$ cat src/rtl/rs232_pkg.sv
// Shared constants and types for the RS-232 transmit-path arbiter.
package rs232_pkg;

    // Header byte base; the low bits carry the channel number.
    localparam logic [7:0] RS232_HDR_BASE = 8'hA0;

    // Largest channel count the header encoding supports.
    localparam int unsigned MAX_CHAN = 8;

    typedef enum logic [0:0] {
        IDLE,
        BODY
    } arb_state_e;

endpackage

$ cat src/rtl/rr_pick.sv
// Rotated priority encoder: first set request strictly after the pointer, wrapping.
module rr_pick #(
    parameter int unsigned N    = 4,
    parameter int unsigned IdxW = (N > 1) ? $clog2(N) : 1
) (
    input  logic [N-1:0]    req,
    input  logic [IdxW-1:0] ptr,
    output logic [N-1:0]    gnt,
    output logic [IdxW-1:0] idx,
    output logic            any
);

    // One extra bit so ptr + offset (at most 2N-1) never overflows before the wrap.
    logic [IdxW:0] cand;

    // Walk candidates ptr+1 .. ptr+N and keep the first requester.
    always_comb begin
        gnt  = '0;
        idx  = '0;
        any  = 1'b0;
        cand = '0;
        for (int i = 1; i <= int'(N); i++) begin
            cand = {1'b0, ptr} + (IdxW + 1)'(i);
            if (cand >= (IdxW + 1)'(N)) begin
                cand = cand - (IdxW + 1)'(N);
            end
            if (!any && req[cand[IdxW-1:0]]) begin
                any = 1'b1;
                idx = cand[IdxW-1:0];
            end
        end
        for (int j = 0; j < int'(N); j++) begin
            gnt[j] = any && (idx == IdxW'(j));
        end
    end

endmodule

$ cat src/rtl/rs232_tx_arb.sv
// Round-robin packet arbiter feeding one registered byte stream to the RS-232 sender.
module rs232_tx_arb
    import rs232_pkg::*;
#(
    parameter int unsigned NUM_CHAN = 4,
    parameter int unsigned HEADER   = 1,
    parameter int unsigned MAX_LEN  = 256
) (
    input  logic                  clock,
    input  logic                  reset,
    input  logic [8*NUM_CHAN-1:0] in_data,
    input  logic [NUM_CHAN-1:0]   in_valid,
    input  logic [NUM_CHAN-1:0]   in_last,
    output logic [NUM_CHAN-1:0]   in_ready,
    output logic [7:0]            out_data,
    output logic                  out_valid,
    input  logic                  out_ready,
    output logic [NUM_CHAN-1:0]   grant,
    output logic                  busy,
    output logic                  overrun
);

    localparam int unsigned IdxW    = $clog2(NUM_CHAN);
    localparam int unsigned ChanW   = $clog2(MAX_CHAN);
    localparam logic [15:0] LastCnt = 16'(MAX_LEN - 1);

    arb_state_e          state_q, state_d;
    logic [IdxW-1:0]     ptr_q, ptr_d;
    logic [IdxW-1:0]     gidx_q, gidx_d;
    logic [15:0]         cnt_q, cnt_d;
    logic [NUM_CHAN-1:0] grant_q, grant_d;
    logic                overrun_q, overrun_d;
    logic [7:0]          data_q;
    logic                valid_q;

    logic                load;
    logic [7:0]          load_data;
    logic                free;
    logic [7:0]          sel_data;
    logic                sel_valid;
    logic                sel_last;
    logic [NUM_CHAN-1:0] pick_gnt;
    logic [IdxW-1:0]     pick_idx;
    logic                pick_any;

    rr_pick #(
        .N    (NUM_CHAN),
        .IdxW (IdxW)
    ) u_pick (
        .req (in_valid),
        .ptr (ptr_q),
        .gnt (pick_gnt),
        .idx (pick_idx),
        .any (pick_any)
    );

    assign free      = !valid_q || out_ready;
    assign out_data  = data_q;
    assign out_valid = valid_q;
    assign grant     = grant_q;
    assign overrun   = overrun_q;
    assign busy      = (state_q == BODY);
    // Only the owner sees ready, and only when the output stage can take a byte.
    assign in_ready  = (state_q == BODY && free) ? grant_q : '0;

    // Mux the owning channel's byte, valid and last using the one-hot grant.
    always_comb begin
        sel_data  = '0;
        sel_valid = 1'b0;
        sel_last  = 1'b0;
        for (int i = 0; i < int'(NUM_CHAN); i++) begin
            if (grant_q[i]) begin
                sel_data  = in_data[8*i +: 8];
                sel_valid = in_valid[i];
                sel_last  = in_last[i];
            end
        end
    end

    // Packet FSM: arbitrate in IDLE, stream the owner's bytes in BODY.
    always_comb begin
        state_d   = state_q;
        ptr_d     = ptr_q;
        gidx_d    = gidx_q;
        cnt_d     = cnt_q;
        grant_d   = grant_q;
        overrun_d = 1'b0;
        load      = 1'b0;
        load_data = '0;
        unique case (state_q)
            IDLE: begin
                if (pick_any && free) begin
                    state_d = BODY;
                    grant_d = pick_gnt;
                    gidx_d  = pick_idx;
                    cnt_d   = '0;
                    if (HEADER != 0) begin
                        load      = 1'b1;
                        load_data = RS232_HDR_BASE
                                  | {{(8 - ChanW){1'b0}}, ChanW'(pick_idx)};
                    end
                end
            end
            BODY: begin
                if (sel_valid && free) begin
                    load      = 1'b1;
                    load_data = sel_data;
                    cnt_d     = cnt_q + 16'd1;
                    if (sel_last || cnt_q == LastCnt) begin
                        state_d   = IDLE;
                        grant_d   = '0;
                        ptr_d     = gidx_q;
                        overrun_d = !sel_last;
                    end
                end
            end
            default: state_d = IDLE;
        endcase
    end

    // State, counter and output register; reset clears everything immediately.
    always_ff @(posedge clock or posedge reset) begin
        if (reset) begin
            state_q   <= IDLE;
            ptr_q     <= IdxW'(NUM_CHAN - 1);
            gidx_q    <= '0;
            cnt_q     <= '0;
            grant_q   <= '0;
            overrun_q <= 1'b0;
            data_q    <= '0;
            valid_q   <= 1'b0;
        end else begin
            state_q   <= state_d;
            ptr_q     <= ptr_d;
            gidx_q    <= gidx_d;
            cnt_q     <= cnt_d;
            grant_q   <= grant_d;
            overrun_q <= overrun_d;
            if (load) begin
                data_q  <= load_data;
                valid_q <= 1'b1;
            end else if (out_ready) begin
                valid_q <= 1'b0;
            end
        end
    end

endmodule

$ cat config.mk
export PLATFORM = sky130hd
export DESIGN_NAME = rs232_tx_arb
export DESIGN_NICKNAME = d
export VERILOG_FILES = /design/src/rtl/rs232_pkg.sv /design/src/rtl/rr_pick.sv /design/src/rtl/rs232_tx_arb.sv
export SDC_FILE = /design/constraint.sdc
export NUM_CORES = 1
export LEC_CHECK = 0
export CORE_MARGIN = 2
export CORE_UTILIZATION = 50
export CTS_CLUSTER_DIAMETER = 100
export DETAILED_ROUTE_END_ITERATION = 10
export PLACE_DENSITY = 0.84
export SETUP_SLACK_MARGIN = 0.05
export SLEW_MARGIN = 20
export SYNTH_ARGS = -nofsm -noshare
export SYNTH_HDL_FRONTEND = slang
export SYNTH_HIERARCHICAL = 1
export SYNTH_SLANG_ARGS = --single-unit
export TNS_END_PERCENT = 50
$ cat constraint.sdc
create_clock -name clock -period 4 [get_ports clock]
set_clock_uncertainty 0.1 [all_clocks]
set_input_delay 1 -clock clock [delete_from_list [all_inputs] [get_ports clock]]
set_output_delay 1 -clock clock [all_outputs]
set_load 0.02 [all_outputs]
# [Word-level counts from Yosys, hierarchy flattened]
# Index checks and enable logic that the tools add are counted.
[totals] regBits=35 input_bits=43 output_inout_bits=19 word_cells=110
[op_classes] addsub=9 magnitude_cmp=8 n_eq_ne=7 mux=54 bitwise_logic=1 n_reduce_logical=23
[op_table] cell="8-bit two-way mux" n=6
[op_table] cell="16-bit two-way mux" n=2
[op_table] cell="16-bit case mux with 2 select lines" n=1
[op_table] cell="1-bit two-way mux" n=25
[op_table] cell="16-bit by 1-bit adder with 16-bit output, second input constant" n=1
[op_table] cell="16-bit by 8-bit == test with 1-bit output, second input constant" n=1
[op_table] cell="2-bit two-way mux" n=8
[op_table] cell="4-bit two-way mux" n=4
[op_table] cell="8-bit case mux with 2 select lines" n=1
[op_table] cell="3-bit greater-or-equal comparator, second input constant" n=4
[op_table] cell="2-bit by 3-bit less-than comparator with 1-bit output, second input constant" n=4
[op_table] cell="1-bit logical AND" n=10
[op_table] cell="1-bit binary-select mux with 2-bit select" n=4
[op_table] cell="4-bit case mux with 2 select lines" n=1
[op_table] cell="2-bit by 1-bit subtractor with 2-bit output, second input constant" n=4
[op_table] cell="2-bit by 2-bit adder with 3-bit output, second input constant" n=2
[op_table] cell="3-bit AND reduction" n=2
[op_table] cell="1-bit logical NOT" n=5
[op_table] cell="2-bit == test, second input constant" n=2
[op_table] cell="2-bit by 1-bit != test with 1-bit output, second input constant" n=2
[op_table] cell="1-bit case mux with 2 select lines" n=2
[op_table] cell="2-bit AND reduction" n=2
[op_table] cell="2-bit by 1-bit adder with 3-bit output, second input constant" n=1
[op_table] cell="2-bit by 3-bit adder with 3-bit output, second input constant" n=1
[op_table] cell="6 further kinds" n=7

# [Longest topological paths before layout]
# Gate-level depths: netlist (run 1).
[logic_depth] word_depth=19 depth_mapped=9

# [By module]
# The synthesis (run 1) kept the hierarchy.
[by_module_without_submodules] mod="rs232_tx_arb" n_inst=1 cells_each=221 area_each_um2=1966.9 seq_area_each_um2=878.3
[by_module_without_submodules] mod="rr_pick" n_inst=1 cells_each=34 area_each_um2=222.7 seq_area_each_um2=0.0

# [Worst setup path after synthesis (run 1)]
# Ideal clock, no wire load.
[synth_timing] path_type="register -> output" from="reg grant_q[3], in the netlist grant[3]" to="out in_ready[3]" arrival_ns=1.500 required_ns=2.900 setup_slack_ns=1.400 path_stages_with_launch=5 path_cell_list="dfrtp_1 > buf_2 > clkbuf_1 > clkbuf_1 > and3_1"
[synth_via] elab_chain_len=1
[synth_rtl] element="from (decl)" line="rs232_tx_arb.sv:31" text="logic [NUM_CHAN-1:0] grant_q, grant_d;"
[synth_rtl] element="from (signal assigned)" line="rs232_tx_arb.sv:137" text="grant_q <= grant_d;"
[synth_rtl] element="4-bit two-way mux" line="rs232_tx_arb.sv:64" text="assign in_ready = (state_q == BODY && free) ? grant_q : '0;"
[synth_rtl] element="to (decl)" line="rs232_tx_arb.sv:14" text="output logic [NUM_CHAN-1:0] in_ready,"
# No other way between the ends.

# [Final worst setup path (run 1)]
[layout_timing] from="in out_ready" to="out in_ready[1]"
[layout_via] elab_chain_len=3
[layout_rtl] element="from (decl)" line="rs232_tx_arb.sv:17" text="input logic out_ready,"
[layout_rtl] element="1-bit logical OR" line="rs232_tx_arb.sv:57" text="assign free = !valid_q || out_ready;"
[layout_rtl] element="1-bit logical AND" line="rs232_tx_arb.sv:64"
[layout_rtl] element="4-bit two-way mux" line="rs232_tx_arb.sv:64"
# No other way between the ends.

==> results of run 1 <==
==> cell usage after synthesis, types with 3 or more instances <==
cell type,n
nand2_1,31
a211oi_1,3
or4_1,3
nor2_1,17
nand2b_1,3
a21oi_1,20
inv_1,8
o21ai_0,14
nor2b_1,10
clkbuf_1,10
a221oi_1,8
mux2i_1,4
nand4_1,6
xor2_1,3
nand3_1,7
and3_1,7
nor3_1,12
a22o_1,4
and2_1,3
dfrtp_1,33
o211ai_1,3
a21o_1,3
==> final cells by class <==
type,instances,area (um^2)
sequential,35,878
timing repair buffer,64,633
clock buffer,6,82.6
clock inverter,1,5.00
inverter,8,30.0
fill,362,1410
tap,52,65.1
multi-input combinational,196,1190
==> metal layers <==
metal / share of wire [%] / wire length [um] / up-vias / track usage [%]
li1: - / - / 1038 / -
met1: 45 / 2640 / 1049 / 35.9
met2: 46 / 2670 / 87 / 39.9
met3: 7.3 / 426 / 6 / 5.77
met4: 1.4 / 80 / 0 / 7.48
met5: 0 / 0 / - / 0
==> flip-flops by register name (all words and copies together), names as in the netlist <==
register   cells
out_valid      1
busy           1
cnt_q         16
gidx_q         2
overrun        1
ptr_q          2
grant          4
out_data       8
==> worst min path at each step <==
stage                         endpoint  slack [ns]               startpoint  depth (start not counted)
2_1_floorplan    gidx_q[0]$_DFFE_PP0P_        0.35    gidx_q[0]$_DFFE_PP0P_                          2
3_3_place_gp   out_data[6]$_DFFE_PP0P_        0.36  out_data[6]$_DFFE_PP0P_                          2
3_5_place_dp     gidx_q[1]$_DFFE_PP0P_        0.38    gidx_q[1]$_DFFE_PP0P_                          2
4_1_cts          gidx_q[1]$_DFFE_PP0P_        0.40    gidx_q[1]$_DFFE_PP0P_                          2
5_1_grt        out_data[2]$_DFFE_PP0P_        0.43  out_data[2]$_DFFE_PP0P_                          2
6_report         gidx_q[1]$_DFFE_PP0P_        0.39    gidx_q[1]$_DFFE_PP0P_                          2
==> logic make-up after synthesis <==
kind of cell    share of synthesized area [%]
xor+xnor                                 1.20
flops                                    40.1
fa+ha+maj                               0.571
simple gates                             25.0
mux                                      3.20
compound gates                           24.6
buf+inv                                  5.37
==> worst max-delay path, delay by kind of cell <==
| family | cells | cell delay (ns) |
|---|---|---|
| and+or+nand+nor | 2 | 0.44 |
| buffers and inverters | 2 | 1.05 |
==> metrics by stage <==
step / setup slack (ns) / instance area (um^2) / hold slack (ns) / instances / utilization, %
after floorplan: 1.40 / 2190 / 0.346 / 255 / -
after global placement: 0.453 / 2800 / 0.364 / 355 / 65.2
after detailed placement: 0.422 / 2800 / 0.379 / 355 / 65.2
after CTS: 0.418 / 2890 / 0.395 / 362 / 67.2
after global routing: 0.312 / 2890 / 0.431 / 362 / 67.2
final: 0.414 / 2890 / 0.389 / 362 / 67.2
==> power groups by stage <==
stage | combinational (W) | sequential, W | clock [W]
6_report | 0.000991 | 0.000632 | 0.000258
5_1_grt | 0.00110 | 0.000656 | 0.000279
4_1_cts | 0.000989 | 0.000627 | 0.000266
3_5_place_dp | 0.000985 | 0.000634 | 0
3_3_place_gp | 0.000959 | 0.000625 | 0
2_1_floorplan | 0.000664 | 0.000610 | 0
==> summary.md, run 1 <==
| Metric | Value |
|---|---|
| Status | `finished, final reports clean` |
| Drt first pass iters | `5` |
| Hold buffer count at cts | `0` |
| Critical path startpoint category | `primary input` |
| Syn Area/Cell | `8.59 um^2` |
| P_int | `0.00105 W` |
| Clk buf depth | `2` |
| Antenna diodes | `0` |
| Worst r2r src | `grant[3]$_DFFE_PP0P_` |
| Mapped Area | `2190 um^2` |
| EDFF count, synth | `0` |
| Ys Warns | `6` |
| Critical Path RT | `2.90 ns` |
| Grt total ovfl | `0` |
| Setup crit end | `in_ready[1]` |
| Synth top area share | `between 30% and 40%` |
| Flops & latches, synth | `35` |
| H-tree depth | `2` |
| Initial antenna violation count | `0` |
| Sequential share of the synthesized area | `about two fifths` |
| GP Congestion | `0.858` |
| P_sw | `0.000836 W` |
| Slew margin rel. | `40.2%` |
| Fin. max-slew vios | `0` |
| Most used DFF post-synth | `dfrtp_1` |
| Combinational Power Share | `between 50% and 60%` |
| Clock latency on the worst-skew pair | `between 0.2 and 0.3 ns` |
| Cells after synthesis | `255` |
| Initial DRC count | `~130` |
| Synth-to-Final Area Change | `31.9%` |
| Port Buffers | `61` |
| Antenna viol nets, final | `0` |
| Hold Crit Class | `flop to flop` |
| Worst reg2reg path depth | `5` |
| Residual DRC | `0` |
| Post-CTS setup buffer count | `0` |
| Maximum fanout along the worst path | `9` |
| Sw Ratio | `44.4%` |
| Syn_nets | `~300` |
| Top cells by area, synth | `dfrtp_1 38%, nand2_1 5.3%, a21oi_1 4.6%` |
| Most frequent cells in the layout | `61 x clkdlybuf4s50_1, 33 x dfrtp_1, 31 x nand2_1` |
| R2r endpoint | `ptr_q[0]$_DFFE_PP1P_` |
| Clock slew at the register clock pins of the worst setup and hold paths | `0.06 ns` |
| RSZ-0062 raised after global routing | `false` |
| CTS resizes | `0` |
| Die H | `70.2 um` |
| Via/cell ratio | `roughly 6` |
| Vias in the first global route | `2,061` |
| Largest net degree at the start of global routing | `27` |
| FMAX | `279 MHz` |
| Tcrit/Tclk final | `89.7%` |
| Final wirelength | `5820 um` |
| Cells along the critical path | `clkdlybuf4s50_1 -> nand2b_1 -> and3_1 -> clkdlybuf4s50_1` |
| Final HPWL from detailed placement | `approximately 4300 um` |
| TritonCTS sink count | `35` |
| Global-route wire length before repair | `10,100 um` |
| Row cnt | `24` |
| Num ports | `62` |
| Worst R2R Setup Slack | `1.37 ns` |
| Setup TNS | `0 ns` |
| Slew @ Worst Pin | `0.898 ns` |
| Critical path's slowest cell | `clkdlybuf4s50_1` |
| Nets | `354` |
| Sequential share of power | `33.6%` |
| Wire length per cell | `16.1 um` |
| Pwr/cell area | `652 nW/um^2` |
| Max-cap violations | `0` |
| Distinct cell type count after synthesis | `54` |
| Initial Util | `51.0%` |
| Tot Pwr | `0.00188 W` |
| Core area | `4290 um^2` |
| CP Data Arrival Time | `2.49 ns` |
| Hold Fails Final Rpt | `0` |
| Commonest non-fill, non-tap cell in the layout | `clkdlybuf4s50_1` |
| Die X | `70.2 um` |
| Area leader, netlist | `dfrtp_1` |
| Max VDD drop | `between 0.3 and 0.4 mV` |
| CP most frequent cell | `clkdlybuf4s50_1` |
| DR vias | `approximately 2,200` |
| Async SR Flop Fraction | `100%` |
| Final min period | `3.59 ns` |
| Root buffer cell | `clkbuf_8` |
| CP Class | `primary input to output pin` |
| CTS tree | `yes` |
| Worst Setup End Kind | `output pin` |
| Static Leakage | `1.24 nW` |
| Total CTS buffers | `5` |
| Worst path max stage delay | `about 0.6 ns` |
| Total die area | `4920 um^2` |
| Setup crit start | `out_ready` |
| Fraction of power consumed by the clock network | `13.7%` |
| Global Route Usage Sum | `25.6%` |
| Final setup vio count | `0` |
| Share of cells above drive strength 1 | `6.77%` |
No activity file was read; power rests on OpenSTA's default activity.
==> inputs of run 2 (changes only) <==
--- a/config.mk
+++ b/config.mk
@@ -11,6 +11,7 @@
 export DETAILED_ROUTE_END_ITERATION = 10
 export PLACE_DENSITY = 0.84
 export SETUP_SLACK_MARGIN = 0.05
+export SKIP_CTS_REPAIR_TIMING = 1
 export SLEW_MARGIN = 20
 export SYNTH_ARGS = -nofsm -noshare
 export SYNTH_HDL_FRONTEND = slang
==> results of run 2 <==
Final layout, timing and power as in run 1 (identical DEF).
==> inputs of run 3 (changes only) <==
--- a/config.mk
+++ b/config.mk
@@ -9,12 +9,11 @@
 export CORE_UTILIZATION = 50
 export CTS_CLUSTER_DIAMETER = 100
 export DETAILED_ROUTE_END_ITERATION = 10
-export PLACE_DENSITY = 0.84
+export PLACE_DENSITY = 0.86
 export SETUP_SLACK_MARGIN = 0.05
 export SKIP_CTS_REPAIR_TIMING = 1
 export SLEW_MARGIN = 20
 export SYNTH_ARGS = -nofsm -noshare
 export SYNTH_HDL_FRONTEND = slang
-export SYNTH_HIERARCHICAL = 1
 export SYNTH_SLANG_ARGS = --single-unit
 export TNS_END_PERCENT = 50
==> run 3 against run 2 <==
  * Utilization rose by 2.9 points
  * Cell count is 5.2% lower
  * Hold slack lost 0.0050 ns
  * Critical path type unchanged
  * Critical endpoint unchanged
  * Largest power group unchanged
  * Highest routed layer unchanged
==> summary.md, run 3 <==
| Metric | Value |
|---|---|
| Most frequent cells in the layout | `61 x clkdlybuf4s50_1, 33 x dfrtp_1, 24 x nand2_1` |
| Final setup vio count | `0` |
| Top cells by area, synth | `dfrtp_1 41%, o21ai_0 5.7%, nand2_1 4.4%` |
| Final min period | `between 3 and 4 ns` |
| Most used DFF post-synth | `dfrtp_1` |
| TritonCTS sink count | `35` |
| Flops & latches, synth | `35` |
| Final HPWL from detailed placement | `4180 um` |
| Critical Path RT | `slightly below 3 ns` |
| Antenna viol nets, final | `0` |
| Largest register FFs | `16` |
| Global-route wire length before repair | `9170 um` |
| Clock latency on the worst-skew pair | `0.28 ns` |
| Clock slew at the register clock pins of the worst setup and hold paths | `~0.07 ns` |
| Status | `finished, final reports clean` |
| Port Buffers | `just over 60` |
| Worst r2r src | `cnt_q[0]$_DFFE_PP0P_` |
| Share of cells above drive strength 1 | `7.51%` |
| Max-cap violations | `0` |
| Nets | `between 300 and 400` |
| Row cnt | `23` |
| Antenna diodes | `0` |
| Worst Min Path Start | `gidx_q[0]$_DFFE_PP0P_` |
| Synth-to-Final Area Change | `36.5%` |
| Die X | `67.6 um` |
| RSZ-0062 raised after global routing | `false` |
| Max VDD drop | `0.402 mV` |
| Maximum fanout along the worst path | `5` |
| Worst Setup End Kind | `output pin` |
| FMAX | `275 MHz` |
| Pwr/cell area | `653 nW/um^2` |
| Largest net degree at the start of global routing | `24` |
| Distinct cell type count after synthesis | `42` |
| DR vias | `2,049` |
| Initial antenna violation count | `0` |
| Commonest cells post-synth | `33 x dfrtp_1, 24 x nand2_1, 23 x o21ai_0, 16 x a21oi_1, 16 x nand3_1` |
| CP Data Arrival Time | `2.53 ns` |
| Core area | `3940 um^2` |
| CP Class | `primary input to output pin` |
| Final wirelength | `5600 um` |
| Wire length per cell | `16.3 um` |
| H-tree depth | `2` |
| Global Route Usage Sum | `27.4%` |
| Most frequent cell after synthesis | `dfrtp_1` |
| Die H | `67.6 um` |
| Setup crit start | `out_ready` |
| Final design utilization | `70.1%` |
| Total die area | `~4600 um^2` |
| Static Leakage | `1.10 nW` |
| Total CTS buffers | `5` |
| Tcrit/Tclk final | `90.9%` |
| GP Congestion | `0.805` |
| WHS | `roughly 0.38 ns` |
| Grt total ovfl | `0` |
| CTS tree | `yes` |
| Mapped Area | `2020 um^2` |
| Drt first pass iters | `4` |
| Hold Crit Class | `flop to flop` |
| Fin. max-slew vios | `0` |
| Syn Area/Cell | `just under 9 um^2` |
| Largest Register | `cnt_q` |
| Cells after synthesis | `231` |
| Initial DRC count | `181` |
| Commonest non-fill, non-tap cell in the layout | `clkdlybuf4s50_1` |
| Hold Fails Final Rpt | `0` |
| Sequential share of the synthesized area | `43.4%` |
| Async SR Flop Fraction | `100%` |
| Residual DRC | `0` |
| Area leader, netlist | `dfrtp_1` |
| Synth top area share | `40.8%` |
| Root buffer cell | `clkbuf_8` |
| Initial Util | `about half` |
| Vias in the first global route | `1,950` |
| Via/cell ratio | `5.97` |
| Clk buf depth | `2` |
| Slew @ Worst Pin | `approximately 0.84 ns` |
| Slew margin rel. | `43.7%` |
| Num ports | `62` |
| EDFF count, synth | `0` |
| Ys Warns | `0` |
| Syn_nets | `~280` |
| Critical path startpoint category | `primary input` |
| Setup TNS | `0 ns` |
run 3: kinds of logic after synthesis:
kind of cell	synth area share, %
AND/OR/NAND/NOR	25.0
AO/OA/AOI/OAI	22.7
flip-flops	43.4
buffers and inverters	4.45
multiplexers	2.60
XOR/XNOR	1.30
adder cells (fa/ha/maj)	0.618
run 3: path summary, 6_finish.rpt:
| kind | slack (ns) | endpoint | cells after the start |
|---|---|---|---|
| min in group asynchronous | 0.97 | out_data[5]$_DFFE_PP0P_ | 2 |
| setup reg to reg | 1.75 | ptr_q[1]$_DFFE_PP1P_ | 6 |
| hold / removal | 0.38 | gidx_q[0]$_DFFE_PP0P_ | 2 |
| hold reg to reg | 0.38 | gidx_q[0]$_DFFE_PP0P_ | 2 |
| max in group asynchronous | 2.16 | ptr_q[0]$_DFFE_PP1P_ | 3 |
| setup / recovery | 0.37 | in_ready[1] | 4 |
run 3: per-layer routing:
| layer | wire length [um] | global-route usage [%] |
|---|---|---|
| met1 | 2260 | 35.3 |
| met2 | 2790 | 44.4 |
| met3 | 494 | 8.00 |
| met4 | 44 | 8.16 |
| met5 | 0 | 0 |
run 3: critical path: stages:
cell and delay, ns:
clkdlybuf4s50_1 0.48, nand2b_1 0.25, and3_1 0.20, clkdlybuf4s50_1 0.60
run 3: layout make-up:
| class | instances | area, um^2 |
|---|---|---|
| fill | 309 | 1180 |
| multi-input combinational | 174 | 1060 |
| sequential | 35 | 878 |
| timing repair buffer | 66 | 648 |
| clock buffer | 7 | 76.3 |
| tap | 50 | 62.6 |
| inverter | 10 | 37.5 |
| clock inverter | 1 | 5.00 |
run 3: stage by stage:
| stage | cell area (um^2) | instances | setup slack (ns) | total power [W] |
|---|---|---|---|---|
| after floorplan | 2020 | 231 | 1.48 | 0.00120 |
| after global placement | 2680 | 335 | 0.401 | 0.00152 |
| after detailed placement | 2680 | 335 | 0.396 | 0.00155 |
| after CTS | 2760 | 343 | 0.380 | 0.00180 |
| after global routing | 2760 | 343 | 0.327 | 0.00193 |
| final | 2760 | 343 | 0.366 | 0.00181 |
run 3: where the power goes:
part	total, W	internal [W]	leakage [nW]	switching [W]
clock network	0.000243	0.000122	0.0422	0.000121
logic	0.000972	0.000418	0.598	0.000555
registers	0.000589	0.000453	0.455	0.000136
total	0.00181	0.000993	1.10	0.000812
==> RTL change, RTL diff (settings of run 2) <==
`HEADER`: 1 -> 0.
--- a/src/rtl/rs232_tx_arb.sv
+++ b/src/rtl/rs232_tx_arb.sv
@@ -3,7 +3,7 @@
     import rs232_pkg::*;
 #(
     parameter int unsigned NUM_CHAN = 4,
-    parameter int unsigned HEADER   = 1,
+    parameter int unsigned HEADER   = 0,
     parameter int unsigned MAX_LEN  = 256
 ) (
     input  logic                  clock,
Behaviour: not the same (Yosys sat finds a counterexample within 4 cycles, from zero or initial values and one cycle with reset high).
==> RTL change against run 2 <==
  * Die area up 2.2%
  * Wire length down 3.6%
  * Via count down 2.8%
  * Largest power group unchanged
  * Sequential cell count unchanged
  * Highest routed layer unchanged
  * First-iteration DRC count down 12%
  * Area after synthesis up 2.3%
  * Power down 16%
  * Sequential share of layout area down 0.52 points
  * Critical endpoint is now in_ready[2]
  * Largest cell class unchanged
  * Cell area up 1.7%
  * Global-route usage down 2.3 points
  * Worst setup slack better by 0.015 ns
==> RTL change: results (changes against run 2) <==
stage,metric,value,unit,change
power,cellLeakagePower,1.188,nW,was 1.236 nW
placed_design,dp_hpwl,4.023,mm,was 4.291 mm
power,peakVddDrop,0.0003041,V,was 0.0003913 V
finish,multi_input_area_share,41.65,%,was 41.33%
placed_design,place_congestion,0.8775,,was 0.8578
route,drt_iter0_drc,118,,was 134
route,firstDrtPassIters,4,,was 5
placed_design,port_buffers,61,,unchanged
route,wl,5.605,mm,was 5.817 mm
sta,tightest_slew,0.8636,ns,was 0.8975 ns
worst_setup_path,critPathMaxFanout,5,,was 9
finish,multi_input_gates,199,,was 196
clock_network,clk_pin_slew,0.07,ns,
finish,buffer_area_share,22.06,%,was 21.92%
worst_hold_path,hp-class,flop to flop,,unchanged
global_route,grt_pass1_wl,9.480,mm,was 10.11 mm
synthesis,ys_types,51,,was 54
synthesis,yosys-top-cells-area,"dfrtp_1, nand2_1, o21ai_0, a221oi_1, nor3_1",,"was dfrtp_1, nand2_1, a21oi_1, a221oi_1, o21ai_0"
finish,fillers,353,,was 362
global_route,grtUsageMet1,32.75,%,was 35.91%
synthesis,ys_seq_area_share,39.20,%,was 40.11%
synthesis,synth_nets,302,,was 299
synthesis,postSynthAreaPerCell,8.686,sq um,was 8.587 sq um
finish,instances_no_fill,366,,was 362
worst_setup_path,r2r-start,grant[1]$_DFFE_PP0P_,,was grant[3]$_DFFE_PP0P_
finish,nNetsFinal,357,,was 354
finish,drive_gt1_share,7.006,%,was 6.774%
global_route,grt_max_degree,28,,was 27
route,vias_per_cell,5.792,,was 6.022
global_route,grt_usage,23.28,%,was 25.58%
finish,numSequentialCells,35,,unchanged
global_route,grt_util_met2,36.66,%,was 39.89%
global_route,grt_pass1_vias,2038,,was 2061
worst_setup_path,crit_path_max_incr_delay,0.61,ns,
global_route,met3_usage,4.843,%,was 5.772%
synthesis,ys_warn_count,6,,unchanged
run_status,status,finished clean,,unchanged
finish,clockBufferCount,8,,was 6
synthesis,synth_common_cells,"nand2_1, dfrtp_1, o21ai_0",,"was dfrtp_1, nand2_1, a21oi_1"
finish,nonClockInverterCount,6,,was 8
worst_hold_path,min-delay-start,out_data[4]$_DFFE_PP0P_,,was gidx_q[1]$_DFFE_PP0P_
worst_setup_path,crit_start,out_ready,,unchanged
finish,non_clock_buffer_count,66,,was 64
finish,clkCellAreaFrac,3.407,%,was 3.033%
worst_setup_path,worstPathArrival,2.47,ns,was 2.49 ns
clock_network,clk_latency,0.28,ns,
finish,sh_seq_area,29.90,%,was 30.42%
-- RTL change: cell types whose count changed after synthesis, sizes merged, moves of 4 or more --
cell	delta
a22o	-5
buf	+5
or4	-4
nand2	+5
nand3b	+4
a21oi	-5
o21ai	+9
-- RTL change: stage by stage --
stage	worst slack, ns	instance area, sq um	total power (W)	hold WS (ns)
after floorplan	1.209	2241	0.001093	0.3460
after global placement	0.4505	2838	0.001293	0.3598
after detailed placement	0.4420	2838	0.001309	0.3668
after CTS	0.4333	2938	0.001587	0.3831
after global routing	0.3722	2938	0.001706	0.4203
final	0.4287	2938	0.001580	0.3788
-- RTL change: worst paths after layout --
kind                                                end  slack [ns]  cells past startpoint
worst max-delay path                        in_ready[2]        0.43                      4
worst min-delay path            out_data[4]$_DFFE_PP0P_        0.38                      2
worst max register to register     ptr_q[0]$_DFFE_PP1P_        1.50                      6
worst min register to register  out_data[4]$_DFFE_PP0P_        0.38                      2
max in group asynchronous          ptr_q[0]$_DFFE_PP1P_        2.02                      3
min in group asynchronous       out_data[0]$_DFFE_PP0P_        1.02                      2
-- RTL change: logic make-up after synthesis --
logic type / synth area share [%]
compound gates: 24.07
xor+xnor: 1.173
fa+ha+maj: 0.5583
buf+inv: 6.198
flops: 39.20
mux: 2.680
simple gates: 26.13
-- RTL change: layer usage --
metal / up-vias / wire [microns]
met5: - / 0
met4: 0 / 41
met3: 5 / 520
met2: 90 / 2603
met1: 977 / 2440
li1: 1048 / -
-- RTL change: report_power, final --
| group | total, W | switching (W) | internal [W] |
|---|---|---|---|
| registers | 0.000569 | 0.000139 | 0.000430 |
| clock network | 0.000275 | 0.000118 | 0.000157 |
| logic | 0.000736 | 0.000381 | 0.000355 |
